File: src/rtl/ihex_loader.sv
// ihex_loader
//   Parses an Intel HEX (INHX8M/INHX32) ASCII stream coming from the UART
//   receiver. It checks each record's checksum and writes the decoded 14-bit
//   PIC program words into the single-port program RAM.
//
// Ports
//   CLK_UART_i    system clock shared with the uart and the program RAM
//   rst_i         asynchronous active-high reset
//   rx_data_i     received ASCII character
//   rx_valid_i    one-cycle strobe, rx_data_i valid
//   mem_addr_o    RAM word address (held until the next write)
//   mem_data_o    RAM write data   (held until the next write)
//   mem_we_o      one-cycle RAM write strobe
//   busy_o        high while a record is being parsed
//   done_o        sticky, a valid EOF record was received
//   error_o       sticky, a format or checksum error was seen since reset
//   word_count_o  number of RAM writes issued (wraps)
module ihex_loader #(
  parameter int ADDR_W = 10
) (
  input  logic              CLK_UART_i,
  input  logic              rst_i,
  input  logic [7:0]        rx_data_i,
  input  logic              rx_valid_i,
  output logic [ADDR_W-1:0] mem_addr_o,
  output logic [13:0]       mem_data_o,
  output logic              mem_we_o,
  output logic              busy_o,
  output logic              done_o,
  output logic              error_o,
  output logic [15:0]       word_count_o
);

  typedef enum logic [2:0] {
    S_IDLE = 3'd0,
    S_LEN  = 3'd1,
    S_ADDR = 3'd2,
    S_TYPE = 3'd3,
    S_DATA = 3'd4,
    S_CSUM = 3'd5,
    S_DONE = 3'd6
  } state_t;

  state_t      state_r;
  state_t      state_n_s;

  logic        half_r;     // high nibble of the current byte already captured
  logic [3:0]  hi_nib_r;
  logic [7:0]  fld_cnt_r;  // byte index inside the current field
  logic [7:0]  len_r;
  logic [15:0] addr_r;
  logic [7:0]  type_r;
  logic [7:0]  sum_r;
  logic [7:0]  lo_r;       // first byte of a data pair
  logic [15:0] ext_hi_r;
  logic        skip_r;     // misaligned data record: parse it but never write

  logic [4:0]  hex_s;
  logic        is_colon_s;
  logic        in_rec_s;
  logic [7:0]  byte_s;
  logic [7:0]  sum_next_s;
  logic        byte_done_s;
  logic [30:0] word_addr_s;
  logic        in_range_s;
  logic        wr_s;
  logic        err_s;
  logic        done_s;

  // ASCII hex digit to {valid, nibble}; any other character gives valid = 0
  function automatic logic [4:0] hex_nibble(input logic [7:0] c);
    logic [4:0] r;
    if ((c >= 8'h30) && (c <= 8'h39)) begin
      r = {1'b1, c[3:0]};
    end else if (((c >= 8'h41) && (c <= 8'h46)) || ((c >= 8'h61) && (c <= 8'h66))) begin
      r = {1'b1, c[3:0] + 4'd9};
    end else begin
      r = 5'd0;
    end
    return r;
  endfunction

  // Character decode and write-address computation
  always_comb begin
    hex_s       = hex_nibble(rx_data_i);
    is_colon_s  = (rx_data_i == 8'h3A);
    in_rec_s    = (state_r == S_LEN) || (state_r == S_ADDR) || (state_r == S_TYPE) ||
                  (state_r == S_DATA) || (state_r == S_CSUM);
    byte_s      = {hi_nib_r, hex_s[3:0]};
    sum_next_s  = sum_r + byte_s;
    byte_done_s = rx_valid_i && in_rec_s && hex_s[4] && half_r;
    // Writes only happen with an even base address and on the odd (high)
    // byte, so ({ext_hi, AAAA} + idx) >> 1 reduces to base/2 + idx/2.
    word_addr_s = {ext_hi_r, addr_r[15:1]} + {24'd0, fld_cnt_r[7:1]};
    in_range_s  = ((word_addr_s >> ADDR_W) == 31'd0);
    wr_s        = byte_done_s && (state_r == S_DATA) && (type_r == 8'h00) &&
                  !skip_r && fld_cnt_r[0] && in_range_s;
  end

  // FSM state register
  always_ff @(posedge CLK_UART_i or posedge rst_i) begin
    if (rst_i) begin
      state_r <= S_IDLE;
    end else begin
      state_r <= state_n_s;
    end
  end

  // FSM next state plus error/done events
  always_comb begin
    state_n_s = state_r;
    err_s     = 1'b0;
    done_s    = 1'b0;
    if (rx_valid_i) begin
      case (state_r)
        S_IDLE: begin
          if (is_colon_s) begin
            state_n_s = S_LEN;
          end else begin
            state_n_s = S_IDLE;
          end
        end
        S_DONE: begin
          state_n_s = S_DONE;
        end
        default: begin
          if (is_colon_s) begin
            // A stray ':' aborts the current record and opens a new one
            err_s     = 1'b1;
            state_n_s = S_LEN;
          end else if (!hex_s[4]) begin
            err_s     = 1'b1;
            state_n_s = S_IDLE;
          end else if (half_r) begin
            case (state_r)
              S_LEN: begin
                state_n_s = S_ADDR;
              end
              S_ADDR: begin
                if (fld_cnt_r == 8'd1) begin
                  state_n_s = S_TYPE;
                end else begin
                  state_n_s = S_ADDR;
                end
              end
              S_TYPE: begin
                if (len_r == 8'd0) begin
                  state_n_s = S_CSUM;
                end else begin
                  state_n_s = S_DATA;
                end
                if ((byte_s == 8'h00) && (len_r[0] || addr_r[0])) begin
                  err_s = 1'b1;
                end else if ((byte_s == 8'h04) && (len_r != 8'd2)) begin
                  err_s = 1'b1;
                end else begin
                  err_s = 1'b0;
                end
              end
              S_DATA: begin
                if (fld_cnt_r == (len_r - 8'd1)) begin
                  state_n_s = S_CSUM;
                end else begin
                  state_n_s = S_DATA;
                end
              end
              S_CSUM: begin
                if (sum_next_s != 8'h00) begin
                  err_s     = 1'b1;
                  state_n_s = S_IDLE;
                end else if (type_r == 8'h01) begin
                  done_s    = 1'b1;
                  state_n_s = S_DONE;
                end else begin
                  state_n_s = S_IDLE;
                end
              end
              default: begin
                state_n_s = S_IDLE;
              end
            endcase
          end else begin
            state_n_s = state_r;
          end
        end
      endcase
    end else begin
      state_n_s = state_r;
    end
  end

  // Field capture, running checksum, RAM write port and status flags
  always_ff @(posedge CLK_UART_i or posedge rst_i) begin
    if (rst_i) begin
      half_r       <= 1'b0;
      hi_nib_r     <= 4'd0;
      fld_cnt_r    <= 8'd0;
      len_r        <= 8'd0;
      addr_r       <= 16'd0;
      type_r       <= 8'd0;
      sum_r        <= 8'd0;
      lo_r         <= 8'd0;
      ext_hi_r     <= 16'd0;
      skip_r       <= 1'b0;
      mem_addr_o   <= '0;
      mem_data_o   <= 14'd0;
      mem_we_o     <= 1'b0;
      busy_o       <= 1'b0;
      done_o       <= 1'b0;
      error_o      <= 1'b0;
      word_count_o <= 16'd0;
    end else begin
      mem_we_o <= 1'b0;
      busy_o   <= (state_n_s == S_LEN) || (state_n_s == S_ADDR) || (state_n_s == S_TYPE) ||
                  (state_n_s == S_DATA) || (state_n_s == S_CSUM);
      error_o  <= error_o | err_s;
      done_o   <= done_o | done_s;
      if (rx_valid_i && is_colon_s && (state_r != S_DONE)) begin
        half_r    <= 1'b0;
        fld_cnt_r <= 8'd0;
        sum_r     <= 8'd0;
      end else if (rx_valid_i && in_rec_s && hex_s[4]) begin
        if (!half_r) begin
          hi_nib_r <= hex_s[3:0];
          half_r   <= 1'b1;
        end else begin
          half_r    <= 1'b0;
          sum_r     <= sum_next_s;
          fld_cnt_r <= (state_n_s == state_r) ? (fld_cnt_r + 8'd1) : 8'd0;
          case (state_r)
            S_LEN: len_r <= byte_s;
            S_ADDR: begin
              if (fld_cnt_r == 8'd0) begin
                addr_r[15:8] <= byte_s;
              end else begin
                addr_r[7:0] <= byte_s;
              end
            end
            S_TYPE: begin
              type_r <= byte_s;
              skip_r <= (byte_s == 8'h00) && (len_r[0] || addr_r[0]);
            end
            S_DATA: begin
              if (!fld_cnt_r[0]) begin
                lo_r <= byte_s;
              end else if ((type_r == 8'h04) && (len_r == 8'd2)) begin
                ext_hi_r <= {lo_r, byte_s};
              end else begin
                lo_r <= lo_r;
              end
            end
            default: begin
              lo_r <= lo_r;
            end
          endcase
        end
      end else begin
        half_r <= half_r;
      end
      if (wr_s) begin
        mem_we_o     <= 1'b1;
        mem_addr_o   <= word_addr_s[ADDR_W-1:0];
        mem_data_o   <= {byte_s[5:0], lo_r};
        word_count_o <= word_count_o + 16'd1;
      end
    end
  end

endmodule

File: config.mk
export PLATFORM = sky130hd
export DESIGN_NAME = ihex_loader
export DESIGN_NICKNAME = d
export VERILOG_FILES = /design/src/rtl/ihex_loader.sv
export SDC_FILE = /design/constraint.sdc
export NUM_CORES = 1
export LEC_CHECK = 0
export CAP_MARGIN = 5
export CORE_UTILIZATION = 50
export DETAILED_ROUTE_END_ITERATION = 8
export HOLD_SLACK_MARGIN = 0.02
export PLACE_DENSITY = 0.77
export SETUP_SLACK_MARGIN = 0.15
export SLEW_MARGIN = 20
export SYNTH_ARGS = -nofsm -noshare
export SYNTH_HDL_FRONTEND = slang
export SYNTH_SLANG_ARGS = --single-unit
File: constraint.sdc
create_clock -name CLK_UART_i -period 4.95 [get_ports CLK_UART_i]
set_input_delay 0.7425 -clock CLK_UART_i [delete_from_list [all_inputs] [get_ports CLK_UART_i]]
set_output_delay 0.7425 -clock CLK_UART_i [all_outputs]
set_load 0.1 [all_outputs]
; ---- Word level (Yosys, flattened, before mapping)
; Cells that the tools add are included.
[op_classes]
add_sub_neg = 6
multipliers = 0
div = 0
n_lt_le_gt_ge = 6
n_eq_ne = 21
shift = 0
muxes = 42
bitwise = 6
reduce_logical = 45
[op_table]
columns = cell, count
row1 = 8-bit 2-to-1 mux, 7
row2 = 8-bit logical NOT, 4
row3 = 31-bit by 7-bit adder with 31-bit output, 1
row4 = 31-bit logical NOT, 1
row5 = 1-bit 2-to-1 mux, 24
row6 = 3-bit 2-to-1 mux, 6
row7 = 16-bit by 1-bit adder with 16-bit output (second input constant), 1
row8 = 8-bit by 1-bit equality test with 1-bit output (second input constant), 2
row9 = 8-bit by 3-bit equality test with 1-bit output (second input constant), 2
row10 = 8-bit by 7-bit greater-or-equal comparator with 1-bit output (second input constant), 2
row11 = 8-bit by 7-bit <= comparator with 1-bit output (second input constant), 2
row12 = 1-bit logical AND, 16
row13 = 3-bit equality test (second input constant), 5
row14 = 3-bit one-hot mux with 5 select lines, 1
row15 = 5-bit AND reduction, 3
row16 = 3-bit by 2-bit equality test with 1-bit output (second input constant), 4
row17 = 1-bit logical OR, 10
row18 = 5-bit 2-to-1 mux, 2
row19 = 8-bit by 1-bit adder with 8-bit output (second input constant), 1
row20 = 8-bit adder, 1
row21 = 8-bit by 2-bit equality test with 1-bit output (second input constant), 1
row22 = 8-bit by 6-bit equality test with 1-bit output (second input constant), 1
row23 = 8-bit equality test, 1
row24 = 8-bit by 6-bit greater-or-equal comparator with 1-bit output (second input constant), 1
row25 = 20 further kinds, 27
[word_totals]
register_bits = 125
latch_bits = 0
ram_bits = 0
romBits = 0
output_inout_bits = 44
memories = 0

; ---- Logic depth before layout (Yosys ltp)
; Gate-level depths: netlist of run 1.
[logic_depth]
ltp_word = 19
mapped_depth = 18

; ---- Worst setup path before layout of run 1
; No wires, ideal clock.
[synth_path]
path_kind = input port to flip-flop
from = input rx_data_i[7]
to = register busy_o
setup_ns = 0.138
arrival_time_ns = 4.111
slack_ns = 0.701
cell_stages = 15
path_buffers = 1
cell_sequence = or4b_1 > a311oi_1 > or2_1 > clkbuf_1 > o21ai_1 > inv_1 > ha_1 > o21ai_0 > o21bai_1 > o22ai_1 > xor2_1 > xnor2_1 > or4_1 > o32a_1 > mux2i_1
[synth_between]
elab_chain_len = 19
word_cells_on_any_way = 32
cone_classes = add/sub (1) / order compare (6) / eq/ne (6) / mux (10) / reduce/logical (9)
[synth_rtl]
columns = element, line_no
row1 = from (decl), 23  ; input logic [7:0] rx_data_i,
row2 = 8-bit by 7-bit greater-or-equal comparator with 1-bit output or 8-bit by 7-bit <= comparator with 1-bit output (tied branches), 75  ; end else if (((c >= 8'h41) && (c <= 8'h46)) || ((c >= 8'h61) && (c <= 8'h66))) begin
row3 = 1-bit logical AND, 75
row4 = 1-bit logical OR, 75
row5 = 5-bit 2-to-1 mux, 75
row6 = 5-bit 2-to-1 mux (*), 73  ; if ((c >= 8'h30) && (c <= 8'h39)) begin
row7 = named net hex_s[3], 58  ; logic [4:0] hex_s;
row8 = 8-bit adder (*), 90  ; sum_next_s = sum_r + byte_s;
row9 = 8-bit nonzero test (*), 168  ; if (sum_next_s != 8'h00) begin
row10 = (+2 left out), -
row11 = 3-bit 2-to-1 mux (*), 134  ; end else if (half_r) begin
row12 = 3-bit 2-to-1 mux (*), 131  ; end else if (!hex_s[4]) begin
row13 = 3-bit 2-to-1 mux (*), 127  ; if (is_colon_s) begin
row14 = 3-bit one-hot mux with 2 select lines (*), 115  ; case (state_r)
row15 = 3-bit 2-to-1 mux (*), 114  ; if (rx_valid_i) begin
row16 = 3-bit by 1-bit equality test with 1-bit output or 3-bit by 2-bit equality test with 1-bit output (tied branches), 214  ; busy_o <= (state_n_s == S_LEN) || (state_n_s == S_ADDR) || (state_n_s == S_TYPE) ||
row17 = 1-bit logical OR (3 in series), 214
row18 = 1-bit logical OR (*), 215  ; (state_n_s == S_DATA) || (state_n_s == S_CSUM);
row19 = to (signal assigned), 214
row20 = to (decl), 28  ; output logic busy_o,
; The timed path passes the listed nets; every way through them passes the cells marked *.
; A chain may end at the register's enable or synchronous reset.

; ---- Worst setup path in the final report of run 1
[layout_path]
from = input rx_data_i[0]
to = register busy_o
; The elaborated chain is that of the path after synthesis.

==> results of run 1 <==
[worst min-delay path by stage]
stage                                       from                      endpoint  slack, ns  depth (start not counted)
global placement    word_count_o[15]$_DFFE_PP0P_  word_count_o[15]$_DFFE_PP0P_       0.46                          1
detailed placement              done_o$_DFF_PP0_              done_o$_DFF_PP0_       0.47                          1
finish              word_count_o[15]$_DFFE_PP0P_  word_count_o[15]$_DFFE_PP0P_       0.47                          1
global route        word_count_o[15]$_DFFE_PP0P_  word_count_o[15]$_DFFE_PP0P_       0.51                          1
CTS                 word_count_o[15]$_DFFE_PP0P_  word_count_o[15]$_DFFE_PP0P_       0.48                          1
floorplan                     skip_r$_DFFE_PP0P_            skip_r$_DFFE_PP0P_       0.45                          2
[timing repair]
item	in CTS	in global routing
gates resized for setup	0	2
setup buffers	0	0
endpoints found under the setup margin	0	3
[worst max-delay path, stage by stage]
cell and delay [ns]:
clkdlybuf4s50_1 0.42, buf_4 0.17, ha_1 0.22, nor3b_1 0.31
a311oi_2 0.12, nor2b_1 0.17, o21ai_0 0.15, o21a_1 0.16
inv_1 0.07, ha_1 0.22, a211oi_1 0.27, o21bai_1 0.15
o22ai_1 0.18, xor2_1 0.26, xnor2_1 0.11, or4_1 0.57
o32a_1 0.39, mux2i_1 0.12
[kinds of logic (layout without fill, tap and decap cells)]
family	after synthesis	in the layout	synth area share, %
AO/OA/AOI/OAI	139	139	12.9
XOR/XNOR	44	44	5.67
adder cells (fa/ha/maj)	25	25	4.82
buffers and inverters	57	131	3.35
flip-flops	125	125	46.0
multiplexers	59	59	9.62
AND/OR/NAND/NOR	234	234	17.6
[stage by stage]
step	utilization [%]	total power, W	setup slack, ns	instance area, µm²
2_1_floorplan	-	0.00111	0.701	6800
3_3_place_gp	57.1	0.00114	0.0993	7560
3_5_place_dp	57.1	0.00114	-0.0827	7560
4_1_cts	61.6	0.00240	0.339	8150
5_1_grt	61.6	0.00245	0.167	8160
6_report	61.6	0.00238	0.447	8160
[power groups by stage]
stage	combinational [W]	sequential (W)	clock, W
2_1_floorplan	0.0000518	0.00106	0
3_3_place_gp	0.0000866	0.00106	0
3_5_place_dp	0.0000898	0.00105	0
4_1_cts	0.0000904	0.00104	0.00127
5_1_grt	0.000102	0.00104	0.00131
6_report	0.0000893	0.00104	0.00126
[Yosys cell counts (4+ instances only)]
master	count	share of area, %
a211o_1	4	0.52
a211oi_1	7	0.77
a21o_1	5	0.55
a21oi_1	27	2.0
a31oi_1	8	0.74
and3_1	6	0.55
and4_1	5	0.64
buf_1	4	0.22
clkbuf_1	17	0.94
dfrtp_1	125	46
ha_1	23	4.2
inv_1	31	1.7
mux2_2	51	8.4
mux2i_1	8	1.2
nand2_1	64	3.5
nand2b_1	5	0.46
nand3_1	28	2.1
nand4_1	13	1.2
nor2_1	51	2.8
nor3_1	17	1.3
nor3b_1	9	0.99
nor4_1	4	0.37
o21a_1	6	0.66
o21ai_0	47	3.5
o21bai_1	4	0.44
o22ai_1	4	0.37
o31ai_1	4	0.44
or3_1	9	0.83
or4_1	6	0.66
xnor2_1	26	3.3
xor2_1	18	2.3
[routing by layer]
metal	wire length [µm]	GRT usage (%)	share of wire [%]	up-vias
met2	7600	38.9	48	141
met1	7080	31.1	45	2661
li1	-	-	-	2594
met4	347	10.7	2.2	0
met3	672	4.92	4.3	33
met5	0	0	0	-
[registers in the layout, summed over array words and instances (netlist names)]
register	cells
word_count_o	16
mem_addr_o	10
len_r	8
hi_nib_r	4
busy_o	1
done_o	1
fld_cnt_r	8
error_o	1
sum_r	8
type_r	8
skip_r	1
state_r	3
lo_r	8
half_r	1
mem_we_o	1
addr_r	16
mem_data_o	14
ext_hi_r	16
[cell usage in the layout (no fill, tap or decap), drive strengths merged, types with 7 or more instances in the layout]
cell           synthesis  final
a211oi                 7      7
a21oi                 27     27
a31oi                  8      8
buf                    9     14
clkbuf                17     21
clkdlybuf4s50          0     54
dfrtp                125    125
ha                    23     23
inv                   31     31
mux2                  51     51
mux2i                  8      8
nand2                 64     64
nand3                 28     28
nand4                 13     13
nor2                  51     51
nor3                  17     17
nor3b                  9      9
o21ai                 48     48
or3                    9      9
xnor2                 26     26
xor2                  18     18
[cell type report]
class	count	area [µm²]	area share (%)
Multi-Input combinational cell	501	3460	42.4
Sequential cell	125	3130	38.3
Timing Repair Buffer	68	646	7.91
Clock buffer	21	450	5.52
Tap cell	176	220	2.70
Clock inverter	11	143	1.75
Inverter	31	119	1.46
==> run summary, run 1 <==
Status -> finished clean
Mapped Cells -> 683
Fraction of layout cells with a size suffix above 1 -> 13.7%
Register share of total power -> 43.6%
Reg clk slew, reported paths -> 0.05 ns
Final net count -> 780
Arrival time at the worst endpoint -> 4.80 ns
R2r startpoint -> fld_cnt_r[3]$_DFFE_PP0P_
Ys async rst share -> 100%
Cell Area, Synth -> 6800 µm²
Core area -> 13200 µm²
Warning count from the yosys run -> 0
Seq/Total Area, Yosys -> 46.0%
Die Ht -> 119 µm
Final period utilization -> 91.0%
Port bufs -> 54
GRT Util Overall -> 24.0%
Placed Cells -> 901
Slew at the pin closest to its max-slew limit -> 0.987 ns
Post-synthesis average cell area -> 9.96 µm²
WS Path Type -> primary input to register
Crit end category -> register
Largest net degree at the start of global routing -> 62
Worst slew margin -> 34.0%
Sum of negative setup slack -> 0 ns
Max VDD drop -> 0.000184 V
Initial detailed-routing violation count -> 263
Final hold violations -> 0
CTS H-tree depth -> 4
Fmax -> 222 MHz
Row count -> 42
Antenna violations before repair -> 0
Cell variety after synth -> 61
WL per Instance -> 16.8 µm
RSZ-0062 raised after global routing -> false
First-pass GRT wire length -> 26600 µm
Root Driver -> clkbuf_16
Worst Reg-to-Reg Cells -> 10
Worst Path Max Fanout -> 6
Hold_ws -> 0.474 ns
Vias per cell -> 5.82
Top FF cell, synth -> dfrtp_1
Fin cells -> 933
Worst reg2reg path endpoint -> mem_addr_o[3]$_DFFE_PP0P_
Number of diodes -> 0
DR DRC count -> 0
Clock power share -> 52.7%
Reg2Reg Setup Slack -> 0.84 ns
PwrDens -> 292 nW/µm²
Area grow syn2layout -> 20.0%
Die area -> 14100 µm²
Via count -> 5429
Skew-Pair Late Insertion Delay -> 0.42 ns
CTS Buf Count -> 17
Fin crit period -> 4.50 ns
Min-Delay Path Class -> register to register
Overflow after GRT -> 0
Final Wtd Congestion -> 0.871
HPWL after DPL -> 11200 µm
MaxCap Viol Count -> 0
NetSw -> 0.000521 W
Filler cell count -> 1099
Fin Clk Skew -> 0.00689 ns
DRT Pass-1 Iters -> 4
Combinational share of power -> 3.7%
Final setup vio count -> 0
Post-route ant nets -> 0
Die W -> 119 µm
Sw Share -> 21.9%
Critical Path Sink -> busy_o$_DFF_PP0_
Worst path required time -> 5.24 ns
Critical Path Start -> rx_data_i[0]
Register bit total from synthesis -> 125
DRT Wirelength -> 15700 µm
Ports -> 55
CTS Hold Buffers Added -> 0
CTS sink cnt -> 125
Internal Pwr Total -> 0.00186 W
Initial core utilization -> 51.4%
Critical path startpoint category -> primary input
Longest Clk Path Bufs -> 2
Syn_nets -> 719
EDFF count, synth -> 0
CTS tree -> built
Fin. max-slew vios -> 0
Vias in the first global route -> 5353
LEAKAGE -> 3.77 nW
(Power assumes the default switching activity.)
==> inputs of run 2 (changes only) <==
Settings changed: SETUP_SLACK_MARGIN 0.15 to 0.3.
==> run 2 against run 1 <==
Critical path depth is 4 lower. Total power is 0.29% higher. Highest routed layer unchanged. Utilization is 0.15 points higher. Sequential share of layout area is 0.094 points lower. Register-to-register slack worse by 0.02 ns.
==> run summary, run 2 (synthesis gave the netlist of run 1 again) <==
Status -> finished clean
RSZ-0062 raised after global routing -> false
Fin cells -> 934 (+0.11%)
Dpl cell area -> 7560 µm² (unchanged)
Antenna violations before repair -> 0 (unchanged)
Fin Clk Skew -> 0.00759 ns (+0.000703 ns)
MaxCap Viol Count -> 0 (unchanged)
CTS Buf Count -> 17 (unchanged)
Initial core utilization -> 51.4% (unchanged)
WL per Instance -> 16.9 µm (+0.38%)
Largest stage delay, worst path -> 0.53 ns (-0.04 ns)
Fin. max-slew vios -> 0 (unchanged)
CTS tree -> built
Most common cell after layout, fill and taps aside -> dfrtp_1
LEAKAGE -> 3.78 nW (+0.18%)
Post-route ant nets -> 0 (unchanged)
First-pass GRT wire length -> 26600 µm (unchanged)
Fraction of layout cells with a size suffix above 1 -> 14.2% (+0.51 points)
Via count -> 5439 (+0.18%)
Final setup vio count -> 0 (unchanged)
Final hold violations -> 0 (unchanged)
Fmax -> 223 MHz (+0.29%)
Reg clk slew, reported paths -> 0.06 ns (about the same)
Fin crit period -> 4.49 ns (-0.0129 ns)
PwrDens -> 292 nW/µm² (about the same)
Die area -> 14100 µm² (unchanged)
Die Ht -> 119 µm (unchanged)
Slowest CP cell -> or4b_1
Die W -> 119 µm (unchanged)
Crit end category -> register
Area grow syn2layout -> 20.3%
CTS Hold Buffers Added -> 0 (unchanged)
WS Path Type -> primary input to register
CTS H-tree depth -> 4 (unchanged)
Final Wtd Congestion -> 0.871 (unchanged)
Final period utilization -> 90.7% (-0.26 points)
Placed Cells -> 901 (unchanged)
Row count -> 42 (unchanged)
Root Driver -> clkbuf_16
Port bufs -> 54 (unchanged)
Overflow after GRT -> 0 (unchanged)
Worst slew margin -> 34.0% (about the same)
Vias in the first global route -> 5353 (unchanged)
DR DRC count -> 0 (unchanged)
Final Instance Area -> 8180 µm² (+0.25%)
CTS sink cnt -> 125 (unchanged)
Most frequent cells in the layout -> 125 x dfrtp_1, 64 x nand2_1, 54 x clkdlybuf4s50_1
Arrival time at the worst endpoint -> 4.79 ns (about the same)
Max VDD drop -> 0.000185 V (+0.61%)
Skew-Pair Late Insertion Delay -> 0.42 ns (about the same)
Critical path startpoint category -> primary input
Ports -> 55 (unchanged)
DRT Pass-1 Iters -> 4 (unchanged)
Core area -> 13200 µm² (unchanged)
DRT Wirelength -> 15800 µm (+0.49%)
Slew at the pin closest to its max-slew limit -> 0.987 ns (+0.00000274 ns)
Min-Delay Path Class -> register to register
Initial detailed-routing violation count -> 341 (+30%)
HPWL after DPL -> 11200 µm (unchanged)
Top flop regs -> addr_r x16, ext_hi_r x16, word_count_o x16
Vias per cell -> 5.82 (about the same)
Dpl ws -> -0.0827 ns (unchanged)
Worst Path Max Fanout -> 9 (+3)
Worst path required time -> 5.25 ns (about the same)
Final net count -> 781 (+0.13%)
Largest net degree at the start of global routing -> 62 (unchanged)
GRT Util Overall -> 24.0% (unchanged)
Number of diodes -> 0 (unchanged)
Sum of negative setup slack -> 0 ns (unchanged)
Post-layout worst setup margin -> 0.459 ns (+0.0129 ns)
Worst-path cell chain -> clkdlybuf4s50_1 > or4b_1 > a311oi_2 > a22oi_1 > buf_4 > fa_1 > nand2b_1 > a21oi_1 > nor4_1 > a311oi_1 > nand3_1 > or4_4 > o32a_1 > mux2i_1
Longest Clk Path Bufs -> 2 (unchanged)
## run 2: cell type report
class                   count  area (µm²)
fillers                  1097        5060
repair buffers             69         653
inverters                  31         119
clock inverters            11         143
well taps                 176         220
flip-flops and latches    125        3130
clock buffers              21         450
multi-input cells         501        3470
## run 2: critical path: cells and delay by family
kind / cells / cell delay, ns
muxes: 1 / 0.12
buffers and inverters: 2 / 0.66
and+or+nand+nor: 5 / 1.43
AOI/OAI and AO/OA: 5 / 1.40
adders and majority gates: 1 / 0.42
## run 2: metal layers
| metal | wire length (µm) | vias to the layer above | global-route usage, % |
|---|---|---|---|
| met1 | 7150 | 2660 | 31.1 |
| met5 | 0 | - | 0 |
| met4 | 414 | 0 | 10.7 |
| met3 | 649 | 41 | 4.92 |
| met2 | 7570 | 140 | 38.9 |
| li1 | - | 2598 | - |
## run 2: report_power, final
part / internal, W / switching [W]
Combinational: 0.0000318 / 0.0000586
Sequential: 0.00103 / 0.00000929
Clock: 0.000802 / 0.000460
Total: 0.00186 / 0.000528
## run 2: through the flow
stage	power [W]	hold slack [ns]	util [%]
final	0.00239	0.474	61.8
after global routing	0.00245	0.511	61.8
after CTS	0.00240	0.484	61.6
after detailed placement	0.00114	0.468	57.1
after global placement	0.00114	0.456	57.1
after floorplan	0.00111	0.450	-
## run 2: final timing paths
| path | slack, ns | start | endpoint | cells after the start |
|---|---|---|---|---|
| max | 0.46 | rx_data_i[3] | busy_o$_DFF_PP0_ | 14 |
| max reg2reg | 0.82 | fld_cnt_r[3]$_DFFE_PP0P_ | word_count_o[4]$_DFFE_PP0P_ | 10 |
| min reg2reg | 0.47 | word_count_o[15]$_DFFE_PP0P_ | word_count_o[15]$_DFFE_PP0P_ | 1 |
| max in group asynchronous | 3.21 | rst_i | mem_data_o[1]$_DFFE_PP0P_ | 3 |
| min | 0.47 | word_count_o[15]$_DFFE_PP0P_ | word_count_o[15]$_DFFE_PP0P_ | 1 |
| min in group asynchronous | 0.81 | rst_i | mem_addr_o[1]$_DFFE_PP0P_ | 2 |
## run 2: what timing repair did
action | in CTS | in global routing
resized for setup | 0 | 5
setup endpoints to repair | 0 | 3
endpoints found under the hold margin | 0 | 0
buffers inserted | 0 | 1
